<file path="src/rtl/fetch_pkg.sv">
// Shared types and default widths for the fetch PC generator and its queue.
package fetch_pkg;

  localparam int PC_W = 32;
  localparam int META_W = 4;
  localparam logic [PC_W-1:0] RESET_PC = '0;

  // One fetched PC together with the prediction made for it.
  typedef struct packed {
    logic [PC_W-1:0]   pc;
    logic              p_dir;
    logic [PC_W-1:0]   p_target;
    logic [META_W-1:0] meta;
  } fq_entry_t;

endpackage

</file>
<file path="src/rtl/fetch_pcgen_if.sv">
// Fetch-to-decode handshake: queue head payload plus decode's ready.
interface fetch_pcgen_if #(
  parameter int PC_W = fetch_pkg::PC_W,
  parameter int META_W = fetch_pkg::META_W
);

  logic              fetch_decode_valid;
  logic [PC_W-1:0]   fetch_decode_PC;
  logic              fetch_decode_p_dir;
  logic [PC_W-1:0]   fetch_decode_p_target;
  logic [META_W-1:0] fetch_decode_meta;
  logic              decode_fetch_ready;

  modport master (
    output fetch_decode_valid,
    output fetch_decode_PC,
    output fetch_decode_p_dir,
    output fetch_decode_p_target,
    output fetch_decode_meta,
    input  decode_fetch_ready
  );

  modport slave (
    input  fetch_decode_valid,
    input  fetch_decode_PC,
    input  fetch_decode_p_dir,
    input  fetch_decode_p_target,
    input  fetch_decode_meta,
    output decode_fetch_ready
  );

endinterface

</file>
<file path="src/rtl/fetch_queue.sv">
// In-order circular FIFO of fetched entries. Wrap-around pointers plus a
// separate occupancy count so that full (count = DEPTH) and empty differ.
// Flush wins over push and pop in the same cycle.
module fetch_queue
  import fetch_pkg::*;
#(
  parameter int DEPTH = 4,
  localparam int PTR_W = $clog2(DEPTH),
  localparam int CNT_W = $clog2(DEPTH + 1)
) (
  input  logic             clk,
  input  logic             reset,
  input  logic             flush,
  input  logic             push,
  input  fq_entry_t        push_data,
  input  logic             pop,
  output fq_entry_t        head,
  output logic             head_valid,
  output logic [CNT_W-1:0] count
);

  fq_entry_t        mem [DEPTH];
  logic [PTR_W-1:0] rd_ptr;
  logic [PTR_W-1:0] wr_ptr;
  logic [CNT_W-1:0] cnt;
  logic             push_ok;
  logic             pop_ok;

  assign push_ok = push && !flush;
  assign pop_ok  = pop && (cnt != '0) && !flush;

  // Entry storage; cleared on reset so the head payload reads zero.
  always_ff @(posedge clk or negedge reset) begin
    if (!reset) begin
      for (int i = 0; i < DEPTH; i++) begin
        mem[i] <= '0;
      end
    end else if (push_ok) begin
      mem[wr_ptr] <= push_data;
    end
  end

  // Pointer and occupancy bookkeeping.
  always_ff @(posedge clk or negedge reset) begin
    if (!reset) begin
      rd_ptr <= '0;
      wr_ptr <= '0;
      cnt    <= '0;
    end else if (flush) begin
      rd_ptr <= '0;
      wr_ptr <= '0;
      cnt    <= '0;
    end else begin
      if (push_ok) begin
        wr_ptr <= wr_ptr + PTR_W'(1);
      end
      if (pop_ok) begin
        rd_ptr <= rd_ptr + PTR_W'(1);
      end
      case ({push_ok, pop_ok})
        2'b10:   cnt <= cnt + CNT_W'(1);
        2'b01:   cnt <= cnt - CNT_W'(1);
        default: cnt <= cnt;
      endcase
    end
  end

  // Head is read straight out of registered storage: no bypass of a push.
  assign head       = mem[rd_ptr];
  assign head_valid = (cnt != '0);
  assign count      = cnt;

endmodule

</file>
<file path="src/rtl/fetch_pcgen.sv">
// Fetch-stage PC generator: issues pc_f0 to the branch predictor, captures
// the response one cycle later (F1), steers the next PC and enqueues each
// fetched PC with its prediction for decode.
module fetch_pcgen #(
  parameter int PC_W = fetch_pkg::PC_W,
  parameter int META_W = fetch_pkg::META_W,
  parameter int DEPTH = 4,
  parameter logic [PC_W-1:0] RESET_PC = fetch_pkg::RESET_PC
) (
  input  logic              clk,
  input  logic              reset,
  output logic [PC_W-1:0]   fetch_bpredictor_PC,
  output logic              fetch_bpredictor_stall,
  input  logic              bpredictor_fetch_p_dir,
  input  logic [PC_W-1:0]   bpredictor_fetch_p_target,
  input  logic [META_W-1:0] bpredictor_fetch_meta,
  input  logic              fetch_redirect,
  input  logic [PC_W-1:0]   fetch_redirect_PC,
  fetch_pcgen_if.master     dec
);

  import fetch_pkg::*;

  localparam int CNT_W = $clog2(DEPTH + 1);

  logic [PC_W-1:0]  pc_f0;
  logic [PC_W-1:0]  pc_f1;
  logic             f1_valid;
  logic             stall;
  logic             taken;
  logic             push;
  logic             pop;
  logic [CNT_W-1:0] q_count;
  logic             head_valid;
  fq_entry_t        push_entry;
  fq_entry_t        head_entry;

  // Stall one short of full: the lookup already in flight still needs a slot.
  // A redirect always proceeds because it empties the queue.
  assign stall = (q_count >= CNT_W'(DEPTH - 1)) && !fetch_redirect;
  assign taken = f1_valid && bpredictor_fetch_p_dir;
  assign push  = f1_valid && !fetch_redirect;
  assign pop   = head_valid && dec.decode_fetch_ready;

  // Package the F1 response for the queue.
  always_comb begin
    push_entry          = '0;
    push_entry.pc       = pc_f1;
    push_entry.p_dir    = bpredictor_fetch_p_dir;
    push_entry.p_target = bpredictor_fetch_p_target;
    push_entry.meta     = bpredictor_fetch_meta;
  end

  // F0 -> F1 boundary: issue register, in-flight lookup and next-PC select.
  // Redirect beats a predicted-taken response, which beats sequential fetch.
  // Clearing f1_valid on taken/redirect kills the lookup issued this cycle.
  always_ff @(posedge clk or negedge reset) begin
    if (!reset) begin
      pc_f0    <= RESET_PC;
      pc_f1    <= '0;
      f1_valid <= 1'b0;
    end else begin
      if (!stall) begin
        pc_f1 <= pc_f0;
      end
      if (fetch_redirect) begin
        pc_f0    <= fetch_redirect_PC;
        f1_valid <= 1'b0;
      end else if (taken) begin
        pc_f0    <= bpredictor_fetch_p_target;
        f1_valid <= 1'b0;
      end else if (!stall) begin
        pc_f0    <= pc_f0 + PC_W'(4);
        f1_valid <= 1'b1;
      end else begin
        f1_valid <= 1'b0;
      end
    end
  end

  fetch_queue #(
    .DEPTH(DEPTH)
  ) u_queue (
    .clk       (clk),
    .reset     (reset),
    .flush     (fetch_redirect),
    .push      (push),
    .push_data (push_entry),
    .pop       (pop),
    .head      (head_entry),
    .head_valid(head_valid),
    .count     (q_count)
  );

  assign fetch_bpredictor_PC    = pc_f0;
  assign fetch_bpredictor_stall = stall;

  assign dec.fetch_decode_valid    = head_valid;
  assign dec.fetch_decode_PC       = head_entry.pc;
  assign dec.fetch_decode_p_dir    = head_entry.p_dir;
  assign dec.fetch_decode_p_target = head_entry.p_target;
  assign dec.fetch_decode_meta     = head_entry.meta;

endmodule

</file>
<file path="src/flat_wrapper.sv">
// flat-port wrapper written by rule: the top's interface ports become plain ports
module fetch_pcgen_flat import fetch_pkg::*;
#(
  parameter int PC_W = fetch_pkg::PC_W,
  parameter int META_W = fetch_pkg::META_W,
  parameter int DEPTH = 4,
  parameter logic [PC_W-1:0] RESET_PC = fetch_pkg::RESET_PC
)
  (clk, reset, fetch_bpredictor_PC, fetch_bpredictor_stall, bpredictor_fetch_p_dir, bpredictor_fetch_p_target, bpredictor_fetch_meta, fetch_redirect, fetch_redirect_PC, dec_fetch_decode_valid, dec_fetch_decode_PC, dec_fetch_decode_p_dir, dec_fetch_decode_p_target, dec_fetch_decode_meta, dec_decode_fetch_ready);
  fetch_pcgen_if #(.PC_W(PC_W), .META_W(META_W)) dec_i ();
  input  logic clk;
  input  logic reset;
  output logic [PC_W-1:0] fetch_bpredictor_PC;
  output logic fetch_bpredictor_stall;
  input  logic bpredictor_fetch_p_dir;
  input  logic [PC_W-1:0] bpredictor_fetch_p_target;
  input  logic [META_W-1:0] bpredictor_fetch_meta;
  input  logic fetch_redirect;
  input  logic [PC_W-1:0] fetch_redirect_PC;
  output wire logic [$bits(dec_i.fetch_decode_valid)-1:0] dec_fetch_decode_valid;
  output wire logic [$bits(dec_i.fetch_decode_PC)-1:0] dec_fetch_decode_PC;
  output wire logic [$bits(dec_i.fetch_decode_p_dir)-1:0] dec_fetch_decode_p_dir;
  output wire logic [$bits(dec_i.fetch_decode_p_target)-1:0] dec_fetch_decode_p_target;
  output wire logic [$bits(dec_i.fetch_decode_meta)-1:0] dec_fetch_decode_meta;
  input wire logic [$bits(dec_i.decode_fetch_ready)-1:0] dec_decode_fetch_ready;
  assign dec_fetch_decode_valid = dec_i.fetch_decode_valid;
  assign dec_fetch_decode_PC = dec_i.fetch_decode_PC;
  assign dec_fetch_decode_p_dir = dec_i.fetch_decode_p_dir;
  assign dec_fetch_decode_p_target = dec_i.fetch_decode_p_target;
  assign dec_fetch_decode_meta = dec_i.fetch_decode_meta;
  assign dec_i.decode_fetch_ready = dec_decode_fetch_ready;
  fetch_pcgen #(.PC_W(PC_W), .META_W(META_W), .DEPTH(DEPTH), .RESET_PC(RESET_PC)) u_core (.clk(clk), .reset(reset), .fetch_bpredictor_PC(fetch_bpredictor_PC), .fetch_bpredictor_stall(fetch_bpredictor_stall), .bpredictor_fetch_p_dir(bpredictor_fetch_p_dir), .bpredictor_fetch_p_target(bpredictor_fetch_p_target), .bpredictor_fetch_meta(bpredictor_fetch_meta), .fetch_redirect(fetch_redirect), .fetch_redirect_PC(fetch_redirect_PC), .dec(dec_i));
endmodule
</file>
<file path="config.mk">
export PLATFORM = sky130hd
export DESIGN_NAME = fetch_pcgen_flat
export DESIGN_NICKNAME = d
export VERILOG_FILES = /design/src/rtl/fetch_pkg.sv /design/src/rtl/fetch_pcgen_if.sv /design/src/rtl/fetch_queue.sv /design/src/rtl/fetch_pcgen.sv /design/src/flat_wrapper.sv
export SDC_FILE = /design/constraint.sdc
export NUM_CORES = 1
export LEC_CHECK = 0
export CAP_MARGIN = 20
export CORE_AREA = 3 3 216 218
export CTS_CLUSTER_DIAMETER = 100
export DETAILED_ROUTE_END_ITERATION = 10
export DIE_AREA = 0 0 219 221
export GPL_TIMING_DRIVEN = 0
export PLACE_DENSITY = 0.59
export SYNTH_ARGS = -nofsm -noshare
export SYNTH_HDL_FRONTEND = slang
export SYNTH_SLANG_ARGS = --single-unit
export TNS_END_PERCENT = 20
</file>
<file path="constraint.sdc">
create_clock -name clk -period 2.1 [get_ports clk]
set_input_delay 0.315 -clock clk [delete_from_list [all_inputs] [get_ports clk]]
set_output_delay 0.315 -clock clk [all_outputs]
set_load 0.01 [all_outputs]
</file>
[Yosys cells after proc, flatten, opt, wreduce, memory -nomap -nowiden]
Index checks and enable logic that the tools add are counted.
Word-level totals
  flip-flop bits (word level): 348
  input port bits: 73
  output and inout port bits: 103
  logic and storage cells: 67
Cells by class
  $add $sub $neg: 5
  $lt $le $gt $ge: 4
  eq/ne operators: 3
  mux-type cells: 18
  bitwise operators: 2
  reduce and logical (&&, ||, !) cells: 13
Operators by type and width (count)
  $bwmux W276: 1
  $mux W69: 3
  $bmux W69 S2: 1
  $demux W69 S2: 1
  $mux W32: 3
  $add A32 B3 Y32 const B: 1
  $logic_and A1 B1 Y1: 8
  $mux W2: 4
  $ge A3 B3 Y1 const B: 2
  $not A2 Y3: 2
  $pmux W3 S2: 1
  $reduce_bool A3 Y1: 2
  $add A2 B1 Y2 const B: 2
  $reduce_bool A2 Y1: 2
  $add A3 B1 Y3 const B: 1
  $ge A3 B2 Y1 const B: 1
  $lt A3 B1 Y1 const B: 1
  $mux W1: 3
  $mux W3: 1
  $ne A3 B1 Y1 const B: 1
  $sub A3 B1 Y3 const B: 1
  $eq A2 B1 Y1 const B: 1
  $eq A2 B2 Y1 const B: 1
  $logic_not A1 Y1: 1

[Logic depth before layout (Yosys ltp)]
Gate-level depths: netlist of the first run.
  depth in word-level cells: 7
  mapped depth: 10
  depth with buffers taken out: 7

[Hierarchy]
Synthesis of the first run repeated with hierarchy kept, for this count alone.
Unflattened totals
  cell total of the unflattened synthesis: 1111
  area, all modules: 16171.8 µm²
Modules (own cells, without submodules)
  fetch_queue: instances 1, cells each 718, area an instance 12513.3 µm², sequential area each 7081.8 µm²
  fetch_pcgen: instances 1, cells each 393, area an instance 3658.5 µm², sequential area each 1626.6 µm²

[Worst setup path before layout of the first run]
No wires, ideal clock.
  path type: in2reg
  from: in fetch_redirect
  to: reg u_core.u_queue.cnt[2], in the netlist u_core.u_queue.count[2]
  setup time: 0.132 ns
  arrival time: 2.507 ns
  data required time: 1.968 ns
  path slack: -0.538 ns
  cell stages on the path: 10
  path buffers: 4
  path through: clkbuf_1 clkbuf_1 clkbuf_1 buf_1 nor3_1 fa_1 or3_1 nand2_1 xnor2_1 nor2_1
Between the ends
  longest elaborated chain between the ends: 6
  elaborated cells on any way between the ends: 9
  those cells by class: eq/ne (2); mux (2); reduce/logical (5)
Ends and longest elaborated chain
  start, declared: RTL line flat_wrapper.sv:18  | input logic fetch_redirect;
  $logic_not A1 Y1: RTL line fetch_queue.sv:29, fetch_queue.sv:30, fetch_pcgen.sv:42
  $logic_and A1 B1 Y1: RTL line fetch_pcgen.sv:42  | assign push = f1_valid && !fetch_redirect;
  $logic_and A1 B1 Y1: RTL line fetch_queue.sv:29  | assign push_ok = push && !flush;
  $eq A2 B1 Y1 / $eq A2 B2 Y1 (equally long branches): RTL line fetch_queue.sv:60  | case ({push_ok, pop_ok})
  $pmux W3 S2: RTL line fetch_queue.sv:60
  $mux W3: RTL line fetch_queue.sv:49  | end else if (flush) begin
  end signal, assigned: RTL line fetch_queue.sv:61  | 2'b10: cnt <= cnt + CNT_W'(1);
  end signal, assigned: RTL line fetch_queue.sv:62  | 2'b01: cnt <= cnt - CNT_W'(1);
  end signal, assigned: RTL line fetch_queue.sv:63  | default: cnt <= cnt;
  end, declared: RTL line fetch_queue.sv:25  | logic [CNT_W-1:0] cnt;
Several ways; a longest one is shown, not always the timed one.
A chain may end at the register's enable or synchronous reset.

[Worst setup path in the final report of the first run]
  from: reg u_core.u_queue.rd_ptr[0]
  to: out dec_fetch_decode_p_target[27]
Between the ends
  longest elaborated chain between the ends: 4
Ends and longest elaborated chain
  start, declared: RTL line fetch_queue.sv:23  | logic [PTR_W-1:0] rd_ptr;
  start signal, assigned: RTL line fetch_queue.sv:58  | rd_ptr <= rd_ptr + PTR_W'(1);
  $not A2 Y3 (implied by the code): RTL line fetch_queue.sv:69  | assign head = mem[rd_ptr];
  $bmux W69 S2: RTL line fetch_queue.sv:69
  $mux W69 (implied by the code) (2 in series): RTL line fetch_queue.sv:69
  end, declared: RTL line flat_wrapper.sv:23  | output wire logic [$bits(dec_i.fetch_decode_p_target)-1:0] dec_fetch_decode_p_target;
No other way between the ends. The select of a mux whose other input is x is not followed.

==> flow_summary.ini, run 1 <==
[status]
status = finished with violations
violations = setup timing

[logic_synthesis]
synth_edf_count = 0
synth_ff_type = dfrtp_1
yosysWarnings = 0
synth_cell_types = 59
ys_ff_latch = 348
syn_nets = 1154
synth_top_area_frac = 0.554
synth_cells = 1075
synth_area_leader_cell = dfrtp_1
async_flop_share = 1.00
synth-seq-area-share = 0.554
synthTopCellsByArea = dfrtp_1 55%, mux2_2 22%, mux4_2 9.9%, nand2_1 1.2%, a21oi_1 0.92%
syn_area_per_cell_sq_um = 14.6
synthesis.area_sq_mm = 0.0157

[layout]
final_core_util = 0.450
multi_input_area_sq_mm = 0.00680
nNetsFinal = 1391
drive_gt1_frac = 0.462
fill_cells = 4132
seqCellArea_sq_mm = 0.00872
area_growth_pct = 29.2

[sta]
finalMaxSlewViolations = 0
final.period_utilization = 1.12
rsz0062_at_grt = true
fin_ws_ps = -256
timing.slew.headroom = 0.578
worst_pin_slew_ps = 628
clock_skew_ps = 17.5
setup_viol = 79
timing.fmax_mhz = 424
hold_viol = 0
fin_crit_ps = 2360

[drt]
wirelength_mm = 45.8
first_pass_iters = 6
antenna_left = 0
drc = 0
vias_per_cell = 5.32
wire_per_inst_um = 23.6
num_vias = 10300
drt_iter0_markers = 769

[critical_path]
cpPeakStageDelay_ps = 530
crit_top_cell = buf_12
crit_type = reg -> out
critical_path.slowest_cell = mux4_2
worst-path-buf-inv = 4
crit_path_cell_trace = buf_12 -> buf_12 -> buf_12 -> mux4_2 -> buf_6
path_max_fanout = 7
cp-end-kind = output port
critPathArrivalTime_ps = 2040
required_ps = 1780
start_kind = flop
critPathTopFamily = buffers and inverters

[clock_tree]
numCtsBuffers = 39
cts_max_level = 2
cts_root_buffer = clkbuf_16
cts_tree = built
clk_pin_slew_ps = 60
clk_latency_ps = 540
clock-sinks = 348
cts_buffer_depth = 3

[power]
ir_drop_mv = 0.638
p_leak_nw = 8.83
powerDensity_mw_per_mm2 = 1480

[flow_run]
cap_violations = 0

[floorplanning]
std_cell_rows = 78
ioPinCount = 176
die_y_um = 221
dieArea_sq_mm = 0.0484
core_sq_mm = 0.0451
initial_core_util = 0.349
die_x_um = 219

[placement]
io_buffers = 174
dp_hpwl_mm = 32.4
dp_slack_ps = -814
gp_congestion = 0.914

[global_route]
grt_pass1_vias = 10700
grt_usage = 0.189
grt_max_degree = 112
grt_pass1_wl_mm = 68.9
grt.overflow.total = 0
grt_antenna_before_repair = 8

[worst_hold_path]
hp-class = in -> reg
[area by class of cell]
class	count	share of cell area
well taps	600	0.0370
inverters	8	0.00148
flip-flops and latches	348	0.430
clock buffers	62	0.0588
repair buffers	199	0.111
plain buffers	64	0.0243
clock inverters	6	0.00283
diodes	1	0.000123
multi-input cells	652	0.335
[per-stage QoR]
stage / hold WS (ps) / cell area [sq um] / TNS, ps / total power, mW / std cells
after CTS: 161 / 20300 / -16780 / 30.5 / 1942
after global routing: 234 / 20300 / -16490 / 31.8 / 1939
final: 187 / 20300 / -11940 / 30.1 / 1940
after global placement: 481 / 18200 / -5176500 / 22.0 / 1849
after detailed placement: 261 / 18300 / -116700 / 22.3 / 1853
after floorplan: 19.4 / 15700 / 0 / 17.3 / 1075
[what timing repair did]
action,in CTS,in global routing
setup endpoints to repair,355,135
pin swaps,1,1
gates cloned,6,0
hold endpoints to repair,48,0
setup buffers,17,0
hold buffers,1,0
resized for setup,457,24
[registers in the layout (all words and copies together), names as in the netlist]
signal and flops:
u_core.f1_valid 1, u_core.fetch_bpredictor_PC 32, u_core.pc_f1 32, u_core.u_queue.count 3, u_core.u_queue.mem 276, u_core.u_queue.rd_ptr 2
u_core.u_queue.wr_ptr 2
[worst register-to-register path, delay by kind of cell, from the launching register on]
kind	cells	cell delay, ps
AND/OR/NAND/NOR	1	380
buffers and inverters	3	870
flip-flops	1	360
AO/OA/AOI/OAI	3	450
[cells by family (layout without fill, tap and decap cells)]
group,Yosys count,in the layout,synth area share
muxes,381,381,0.322
DFF,348,348,0.554
and+or+nand+nor,151,151,0.0501
AOI/OAI and AO/OA,101,101,0.0413
buffers and inverters,75,339,0.0198
xor gates and xnor gates,13,13,0.00725
adders and majority gates,6,6,0.00526
other,0,1,0
[cell usage after synthesis, types with 6 or more instances]
master     instances
buf_1             24
a2bb2oi_1          6
nor2_1            28
buf_2             21
o21ai_0           29
nand2_1           49
xor2_1             8
nor3_1             7
clkbuf_1          21
mux2_2           306
a21oi_1           29
and3_1            10
inv_1              8
mux4_2            69
nand4_1            8
nand3_1           20
dfrtp_1          348
[layout by cell type (no fill, tap or decap), types with 4 or more instances in the layout]
cell type,instances
nand3_1,18
xor2_1,8
ha_1,4
nor3_1,7
a2bb2oi_1,6
and2_1,4
clkinv_2,4
clkbuf_1,19
nand4_1,8
buf_6,71
nor2_1,26
a21oi_1,28
buf_4,12
mux4_2,69
or3_1,4
xnor2_1,5
a31oi_1,5
clkbuf_4,8
clkdlybuf4s50_1,102
inv_1,8
buf_2,29
mux2i_1,5
nand2_1,45
o2bb2ai_1,4
dfrtp_1,336
o221ai_1,4
clkbuf_16,41
o21ai_0,29
buf_16,6
mux2_2,306
and3_1,10
buf_12,16
dfrtp_2,12
clkbuf_8,12
[worst paths after layout]
path | cells after the start | slack [ps] | endpoint | startpoint
max | 5 | -260 | dec_fetch_decode_p_target[27] | u_core.u_queue.rd_ptr[0]
min | 3 | 190 | u_core.fetch_bpredictor_PC[27] | fetch_redirect
max reg2reg | 7 | -50 | u_core.fetch_bpredictor_PC[14] | u_core.f1_valid
min reg2reg | 1 | 500 | u_core.u_queue.mem[114] | u_core.u_queue.mem[114]
max in group asynchronous | 4 | 500 | u_core.fetch_bpredictor_PC[4] | reset
min in group asynchronous | 2 | 290 | u_core.u_queue.mem[268] | reset
[routing by layer]
layer / vias to the layer above / track usage / wire, um
met1: 5406 / 0.271 / 20600
met2: 330 / 0.287 / 20800
li1: 4488 / - / -
met4: 14 / 0.0523 / 1190
met5: - / 0 / 102
met3: 81 / 0.0472 / 3210
[report_power, final]
part           leakage, nW  internal (mW)  switching, mW  total, mW
Clock                0.614           4.01           2.70       6.71
Combinational         3.84           7.31           4.70       12.0
Sequential            4.38           9.50           1.92       11.4
Total                 8.83           20.8           9.32       30.1
(Power assumes the default switching activity.)
==> inputs of run 2 (changes only) <==
MAX_ROUTING_LAYER = met4   (was default)
REMOVE_ABC_BUFFERS = 1   (was default)
==> flow_summary.ini, run 2 (same netlist as run 1, synthesis figures left out) <==
[status]
status = finished with violations
violations = setup timing

[clock_tree]
numCtsBuffers = 41
cts_buffer_depth = 3
cts_max_level = 2
cts_tree = built
clk_pin_slew_ps = 60
clk_latency_ps = 550
clock-sinks = 348
cts_root_buffer = clkbuf_16

[global_route]
grt_antenna_before_repair = 1
grt_usage = 0.192
grt_pass1_vias = 10700
grt_max_degree = 114
grt.overflow.total = 0
grt_pass1_wl_mm = 68.1

[critical_path]
path_max_fanout = 6
crit_path_cell_trace = buf_12 -> buf_12 -> buf_16 -> mux4_2 -> buf_6
cp-end-kind = output port
crit_top_cell = buf_12
ff2ff_path_depth = 8
cpPeakStageDelay_ps = 500
timing.rr.end = u_core.u_queue.count[2]
start_kind = flop
critPathArrivalTime_ps = 2130
critical_path.slowest_cell = dfrtp_4
required_ps = 1780
crit_type = reg -> out
rrSetupSlack_ps = -70
r2r_start = u_core.u_queue.count[0]

[placement]
gp_congestion = 0.807
io_buffers = 175
dp_slack_ps = -1090
place_area_sq_mm = 0.0183
dp_hpwl_mm = 27.8
placed_cells = 1797

[floorplanning]
initial_core_util = 0.349
die_y_um = 221
core_sq_mm = 0.0451
ioPinCount = 176
dieArea_sq_mm = 0.0484
std_cell_rows = 78
die_x_um = 219

[drt]
drc = 0
wire_per_inst_um = 23.4
antenna_left = 0
num_vias = 10000
first_pass_iters = 4
drt_iter0_markers = 633
wirelength_mm = 44.7
vias_per_cell = 5.25

[sta]
timing.slew.headroom = 0.499
worst_pin_slew_ps = 750
finalSetupTns_ps = -18680
clock_skew_ps = 24.5
hold_viol = 0
fin_crit_ps = 2440
rsz0062_at_grt = true
finalMaxSlewViolations = 0
setup_viol = 76
final.period_utilization = 1.16
fin_ws_ps = -343
timing.fmax_mhz = 409

[worst_hold_path]
holdPathEnd = u_core.fetch_bpredictor_PC[2]
hp-class = in -> reg
hold_start = fetch_redirect
hold_depth = 3

[layout]
fin_cells = 1910
drive_gt1_frac = 0.464
final_core_util = 0.452
top_register = u_core.u_queue.mem
nNetsFinal = 1357
layout.cells.most_common = dfrtp_1
final_cell_mix = 333 x dfrtp_1, 306 x mux2_2, 102 x clkdlybuf4s50_1
largest_register_ffs = 276
area_growth_pct = 29.8
fin_area_sq_mm = 0.0204

[flow_run]
cap_violations = 0

[power]
switching_share = 0.306
p_leak_nw = 8.88
powerDensity_mw_per_mm2 = 1500
p_sw_mw = 9.34
ir_drop_mv = 0.681
combPwrFrac = 0.393
sequentialPowerShare = 0.373
power_frac_clock = 0.235
cell_internal_pwr_mw = 21.2
[run 2: cell types whose count changed in the layout (fill, tap and decap cells not counted), sizes merged]
cell	change
bufinv	+2
inv	+1
clkbuf	-17
bufbuf	+1
clkdlybuf4s15	-1
and2	+1
buf	-19
dlygate4sd2	-1
clkinv	+3
[run 2: area by class of cell]
class	instances	area, sq um
Clock inverter	12	145
Multi-Input combinational cell	653	6850
Clock buffer	62	1220
Tap cell	600	751
Timing Repair Buffer	226	2670
Sequential cell	348	8730
Antenna cell	1	2.50
Fill cell	4078	24700
Inverter	8	30.0
[run 2: worst max path at each step]
stage | cells past startpoint | from | to | slack (ps)
2_1_floorplan | 1 | u_core.u_queue.rd_ptr[0] | dec_fetch_decode_PC[0] | -1690
3_3_place_gp | 1 | reset | u_core.u_queue.mem[30] | -14590
3_5_place_dp | 8 | bpredictor_fetch_p_dir | u_core.fetch_bpredictor_PC[29] | -1090
4_1_cts | 4 | u_core.u_queue.rd_ptr[0] | dec_fetch_decode_PC[22] | -370
5_1_grt | 5 | u_core.u_queue.rd_ptr[0] | dec_fetch_decode_PC[7] | -390
6_report | 5 | u_core.u_queue.rd_ptr[0] | dec_fetch_decode_PC[7] | -340
[run 2: critical path: cells and delay by family (launching register included)]
kind,cells,cell delay (ps)
buffers and inverters,4,590
DFF,1,500
muxes,1,480
[run 2: what timing repair did]
action,4_1_cts,5_1_grt
hold endpoints to repair,83,0
setup buffers,28,1
hold buffers,1,0
gates cloned,8,1
setup endpoints to repair,380,254
gates resized for setup,350,51
pin swaps,6,2
[run 2: layer usage]
layer  share of wire  up-vias  track usage
met3           0.046       63       0.0335
met1            0.44     5315        0.256
li1                -     4453            -
met5               0        -            -
met4           0.021        0       0.0525
met2            0.49      193        0.305
[run 2: power by group through the flow]
stage	Clock, mW	Combinational [mW]	Sequential [mW]
2_1_floorplan	0	6.04	11.1
3_3_place_gp	0	9.29	11.6
3_5_place_dp	0	10.6	11.6
4_1_cts	7.38	11.8	11.3
5_1_grt	7.64	12.8	11.7
6_report	7.16	12.0	11.4
[run 2: through the flow]
step	power (mW)	hold slack, ps
after floorplan	17.1	19.4
after global placement	20.9	482
after detailed placement	22.2	357
after CTS	30.5	205
after global routing	32.2	241
final	30.5	237
